[config.mk]
export PLATFORM = sky130hd
export DESIGN_NAME = i2c_bus_arbiter
export DESIGN_NICKNAME = d
export VERILOG_FILES = /design/src/rtl/i2c_pkg.sv /design/src/rtl/rr_pick.sv /design/src/rtl/i2c_bus_arbiter.sv
export SDC_FILE = /design/constraint.sdc
export NUM_CORES = 1
export LEC_CHECK = 0
export CORE_UTILIZATION = 42
export CTS_BUF_LIST = sky130_fd_sc_hd__clkbuf_4
export DETAILED_ROUTE_END_ITERATION = 16
export GPL_ROUTABILITY_DRIVEN = 0
export PLACE_DENSITY = 0.8
export SLEW_MARGIN = 20
export SYNTH_ARGS = -nofsm -noshare
export SYNTH_HDL_FRONTEND = slang
export SYNTH_SLANG_ARGS = --single-unit
[constraint.sdc]
create_clock -name clk -period 2.19 [get_ports clk]
set_input_delay 0.219 -clock clk [delete_from_list [all_inputs] [get_ports clk]]
set_output_delay 0.219 -clock clk [all_outputs]
set_load 0.05 [all_outputs]
[src/rtl/i2c_pkg.sv]
// Shared I2C definitions: bus field widths, arbiter state encoding and the
// 7-bit slave addresses of the devices on the board.
package i2c_pkg;

  localparam int unsigned I2C_ADDR_W = 7;
  localparam int unsigned I2C_DATA_W = 8;

  localparam logic [I2C_ADDR_W-1:0] TOUCH_ADDR  = 7'h38;
  localparam logic [I2C_ADDR_W-1:0] RTC_ADDR    = 7'h68;
  localparam logic [I2C_ADDR_W-1:0] EEPROM_ADDR = 7'h50;

  typedef enum logic [1:0] {
    StIdle  = 2'd0,
    StGrant = 2'd1,
    StDrain = 2'd2
  } arb_state_t;

endpackage

[src/rtl/rr_pick.sv]
// Combinational round-robin priority encoder.
// Scans req upward starting at ptr, wrapping at NUM_REQ, and returns the
// first set bit as a one-hot vector plus its index.
//   req    in   NUM_REQ   candidate requests
//   ptr    in   ID_W      highest-priority position
//   oh     out  NUM_REQ   one-hot winner (0 when no request)
//   idx    out  ID_W      winner index (0 when no request)
//   valid  out  1         any request present
module rr_pick #(
  parameter int unsigned NUM_REQ = 3,
  parameter int unsigned ID_W    = 2
) (
  input  logic [NUM_REQ-1:0] req,
  input  logic [ID_W-1:0]    ptr,
  output logic [NUM_REQ-1:0] oh,
  output logic [ID_W-1:0]    idx,
  output logic               valid
);

  always_comb begin
    oh    = '0;
    idx   = '0;
    valid = 1'b0;
    for (int unsigned i = 0; i < NUM_REQ; i++) begin
      if (!valid && req[(32'(ptr) + i) % NUM_REQ]) begin
        valid                            = 1'b1;
        oh[(32'(ptr) + i) % NUM_REQ]     = 1'b1;
        idx                              = ID_W'((32'(ptr) + i) % NUM_REQ);
      end
    end
  end

endmodule

[src/rtl/i2c_bus_arbiter.sv]
// Shares one I2C master between NUM_REQ requesters. Round-robin grant held for
// a whole transaction; the owner's command fields are muxed to the master. A
// watchdog revokes the grant if the owner leaves the bus idle for TIMEOUT cycles.
//   clk, reset              clock, asynchronous active-low reset
//   req/req_en/req_rw       per-requester request level, command strobe, read/write
//   req_addr/req_data       packed 7-bit addresses / 8-bit write bytes
//   gnt/owner               one-hot registered grant and owner index
//   req_busy                busy as seen by each requester
//   timeout_err             one-cycle pulse on watchdog revocation
//   m_en/m_rw/m_addr/m_data command to master; m_busy from master
module i2c_bus_arbiter
  import i2c_pkg::*;
#(
  parameter int unsigned NUM_REQ = 3,
  parameter int unsigned ID_W    = 2,
  parameter int unsigned TIMEOUT = 50000
) (
  input  logic                          clk,
  input  logic                          reset,
  input  logic [NUM_REQ-1:0]            req,
  input  logic [NUM_REQ-1:0]            req_en,
  input  logic [NUM_REQ-1:0]            req_rw,
  input  logic [I2C_ADDR_W*NUM_REQ-1:0] req_addr,
  input  logic [I2C_DATA_W*NUM_REQ-1:0] req_data,
  output logic [NUM_REQ-1:0]            gnt,
  output logic [NUM_REQ-1:0]            req_busy,
  output logic [ID_W-1:0]               owner,
  output logic                          timeout_err,
  output logic                          m_en,
  output logic                          m_rw,
  output logic [I2C_ADDR_W-1:0]         m_addr,
  output logic [I2C_DATA_W-1:0]         m_data,
  input  logic                          m_busy
);

  localparam int unsigned WD_W = $clog2(TIMEOUT + 1);

  arb_state_t          state_q, state_d;
  logic [NUM_REQ-1:0]  gnt_q, gnt_d;
  logic [ID_W-1:0]     owner_q, owner_d;
  logic [ID_W-1:0]     ptr_q, ptr_d;
  logic [WD_W-1:0]     wd_q, wd_d;
  logic                timeout_err_q, timeout_err_d;
  // Requesters revoked by the watchdog stay ineligible until they drop req.
  logic [NUM_REQ-1:0]  blocked_q, blocked_d;

  logic [NUM_REQ-1:0]  eligible;
  logic [NUM_REQ-1:0]  pick_oh;
  logic [ID_W-1:0]     pick_idx;
  logic                pick_valid;
  logic [ID_W-1:0]     next_ptr;
  logic                owner_idle;

  assign eligible   = req & ~blocked_q;
  assign next_ptr   = (owner_q == ID_W'(NUM_REQ - 1)) ? '0 : owner_q + ID_W'(1);
  assign owner_idle = !m_busy && !req_en[owner_q];

  rr_pick #(
    .NUM_REQ (NUM_REQ),
    .ID_W    (ID_W)
  ) u_rr_pick (
    .req   (eligible),
    .ptr   (ptr_q),
    .oh    (pick_oh),
    .idx   (pick_idx),
    .valid (pick_valid)
  );

  always_comb begin
    state_d       = state_q;
    gnt_d         = gnt_q;
    owner_d       = owner_q;
    ptr_d         = ptr_q;
    wd_d          = '0;
    timeout_err_d = 1'b0;
    blocked_d     = blocked_q & req;
    case (state_q)
      StIdle: begin
        if (pick_valid && !m_busy) begin
          gnt_d   = pick_oh;
          owner_d = pick_idx;
          state_d = StGrant;
        end
      end
      StGrant: begin
        // A release wins over a coincident watchdog expiry.
        if (!req[owner_q]) begin
          gnt_d   = '0;
          ptr_d   = next_ptr;
          state_d = StDrain;
        end else if (owner_idle) begin
          if (wd_q >= WD_W'(TIMEOUT - 1)) begin
            gnt_d              = '0;
            ptr_d              = next_ptr;
            timeout_err_d      = 1'b1;
            blocked_d[owner_q] = 1'b1;
            state_d            = StDrain;
          end else begin
            wd_d = wd_q + WD_W'(1);
          end
        end
      end
      StDrain: begin
        if (!m_busy) state_d = StIdle;
      end
      default: state_d = StIdle;
    endcase
  end

  always_ff @(posedge clk or negedge reset) begin
    if (!reset) begin
      state_q       <= StIdle;
      gnt_q         <= '0;
      owner_q       <= '0;
      ptr_q         <= '0;
      wd_q          <= '0;
      timeout_err_q <= 1'b0;
      blocked_q     <= '0;
    end else begin
      state_q       <= state_d;
      gnt_q         <= gnt_d;
      owner_q       <= owner_d;
      ptr_q         <= ptr_d;
      wd_q          <= wd_d;
      timeout_err_q <= timeout_err_d;
      blocked_q     <= blocked_d;
    end
  end

  // Command mux: master sees all-zero commands whenever no grant is held.
  always_comb begin
    m_en   = 1'b0;
    m_rw   = 1'b0;
    m_addr = '0;
    m_data = '0;
    if (|gnt_q) begin
      m_en   = req_en[owner_q];
      m_rw   = req_rw[owner_q];
      m_addr = req_addr[32'(owner_q)*I2C_ADDR_W +: I2C_ADDR_W];
      m_data = req_data[32'(owner_q)*I2C_DATA_W +: I2C_DATA_W];
    end
  end

  always_comb begin
    req_busy = '0;
    for (int unsigned i = 0; i < NUM_REQ; i++) begin
      if (gnt_q[i]) begin
        req_busy[i] = m_busy;
      end else if (|gnt_q || state_q != StIdle) begin
        req_busy[i] = 1'b1;
      end else begin
        req_busy[i] = m_busy;
      end
    end
  end

  assign gnt         = gnt_q;
  assign owner       = owner_q;
  assign timeout_err = timeout_err_q;

endmodule

==> metrics <==
initial antenna violation count 0; num rows 26; reg-to-reg critical path startpoint ptr_q[0]; most frequent cells in the layout clkdlybuf4s50_1 (60), nor2_1 (40), dfrtp_1 (28); CP Class register to register; syn avg cell area 8.49 um2; Clock Root Buffer clkbuf_4; clk_lat worst skew 0.33 ns; Max Cap Violations 0; htree depth 2; measured slew at the worst slew-check pin 0.500 ns; commonest non-fill, non-tap cell in the layout clkdlybuf4s50_1; hold_ws 0.256 ns; max-slew violations 0; FFs w/ async S/R, synth 1.00; drc violations 0; Vias per Instance 5.45; initial drt markers 162; CTS tree built; leakage 1.36 nW; Worst Setup Start Kind register; Routed WL 6.04 mm; Nets 412; GRT Overall Usage 0.222; number of port buffers 82; Core Area 5110 um2; # IOs 83; FF-to-FF path depth 6; synth top area cells dfrtp_1 (33%), nor2_1 (8.3%), mux2i_1 (8.1%); outcome finished clean; syn nets 323; flop and latch count out of synthesis 29; Hold Path Class input port to async pin; post-synthesis sequential area ratio 0.328; worst setup path startpoint ptr_q[0]; Post-synth EDFFs 0; die area 5570 um2; TritonRoute pass-1 iters 5; Sink Count 29; Longest Clk Path Bufs 2; WP data required 2.42 ns; FILL cells 418; unrepaired setup endpoints after global routing true; Final Setup Violations 0; Final Cycle Share 0.957; setup slack at placement -0.0456 ns; f_max 477 MHz; n_diodes 0; Max-slew headroom 0.666; Synth Cell Area 2210 um2; worst r2r dst owner[0]; CTS buffer count 5; cells after synthesis 261; number of global-route vias before repair 2104; Worst VDD drop 741 uV; Final Critical Period 2.10 ns; DPL Wire Length 4.76 mm; Post-CTS Hold Buffers 0; detailed-route via count 2289; Final TNS setup 0 ns; ys flop type dfrtp_1; Critical Path AT 2.33 ns; Critical Path Sink owner[0]; largest net degree at the start of global routing 30; FF-to-FF setup slack 0.09 ns; biggest area consumer among synthesized cells dfrtp_1; fin worst setup slack 0.0936 ns; Horiz. Die Dim 74.6 um; final antenna-violating net count 0; WL per Instance 14.4 um; global-route wire length before repair 9.54 mm; Starting Density 0.434; clock slew at reported path FFs 0.09 ns; final setup skew 0.0102 ns; Synth top area share 0.328; critical path endpoint category register; pwr dens 1360 nW/um2; grt total ovfl 0; die height 74.6 um; endpoints failing hold 0; overall power 4.66 mW; share of cells above drive strength 1 0.209; Unique masters post-synth 54; critical-path maximum fanout 7; Synth Warn # 0; P&R area growth vs syn 54.6%
==> synthesized netlist by cell type (2+ instances only) <==
library cell,number
nor2b_1,7
a21oi_1,20
nor2_1,49
a22o_1,2
nor4bb_1,2
xnor2_1,7
o21ai_0,9
ha_1,5
o22ai_1,2
dfrtp_1,29
nor3_1,4
a31oi_1,2
and3b_1,2
nand4_1,4
nor2_4,8
mux2_2,2
buf_2,3
o21ai_1,2
nor2_2,2
nand2b_1,3
a21o_1,2
nand3_1,6
xor2_1,6
inv_1,9
o31ai_1,2
mux2i_1,18
nand2_1,16
clkbuf_1,6
nor3b_1,5
a32o_1,2
and3_1,2
==> worst max-delay path: stages, from the launching register on <==
cell      delay (ns)
dfrtp_1         0.39
inv_1           0.09
ha_2            0.33
nor4bb_2        0.36
nor3_1          0.13
a2111o_1        0.50
a21o_1          0.20
==> metal layers <==
| metal | up-vias | GRT usage | share of wire |
|---|---|---|---|
| li1 | 1094 | - | - |
| met1 | 1053 | 0.274 | 0.39 |
| met2 | 126 | 0.377 | 0.50 |
| met3 | 16 | 0.0683 | 0.086 |
| met4 | 0 | 0.0608 | 0.018 |
| met5 | - | 0 | 0 |
==> area by class of cell <==
type,instances,area (um2),share of cell area
Tap cell,70,87.6,0.0256
Clock inverter,2,11.3,0.00329
Clock buffer,5,37.5,0.0110
Sequential cell,29,727,0.212
Timing Repair Buffer,94,1080,0.317
Inverter,9,33.8,0.00986
Multi-Input combinational cell,211,1440,0.421
==> worst min path at each step <==
| stage | start | endpoint | slack (ns) | cells after the start |
|---|---|---|---|---|
| CTS | reset | wd_q[1] | 0.26 | 2 |
| global placement | wd_q[0] | wd_q[0] | 0.47 | 1 |
| floorplan | reset | blocked_q[0] | -0.08 | 0 |
| detailed placement | wd_q[0] | wd_q[0] | 0.48 | 1 |
| global route | reset | wd_q[14] | 0.29 | 2 |
| finish | reset | blocked_q[0] | 0.26 | 2 |
==> sequential cells by signal, summed over array words and instances (netlist names) <==
name         count
gnt              3
blocked_q        3
state_q          2
timeout_err      1
ptr_q            2
owner            2
wd_q            16
==> through the flow <==
step                 util  instances  cell area [um2]
floorplan               -        261             2240
global placement    0.654        413             3340
detailed placement  0.654        413             3340
CTS                 0.664        420             3390
global route        0.671        420             3420
finish              0.671        420             3420
==> cells by family after synthesis <==
kind of cell,after synthesis,share of synthesized area
compound gates,55,0.164
flops,29,0.328
xor+xnor,13,0.0514
buf+inv,21,0.0497
mux,20,0.0915
simple gates,118,0.287
fa+ha+maj,5,0.0282
==> report_power, final <==
part | leakage, nW | internal [mW] | switching (mW)
Clock | 0.0247 | 0.115 | 0.181
Sequential | 0.394 | 0.612 | 0.132
Combinational | 0.941 | 1.56 | 2.06
Total | 1.36 | 2.29 | 2.37
==> timing repair <==
action	4_1_cts	5_1_grt
resized for setup	1	7
setup endpoints to repair	2	11
setup buffers	0	0
Note: power is estimated with default switching activity, not from simulation.
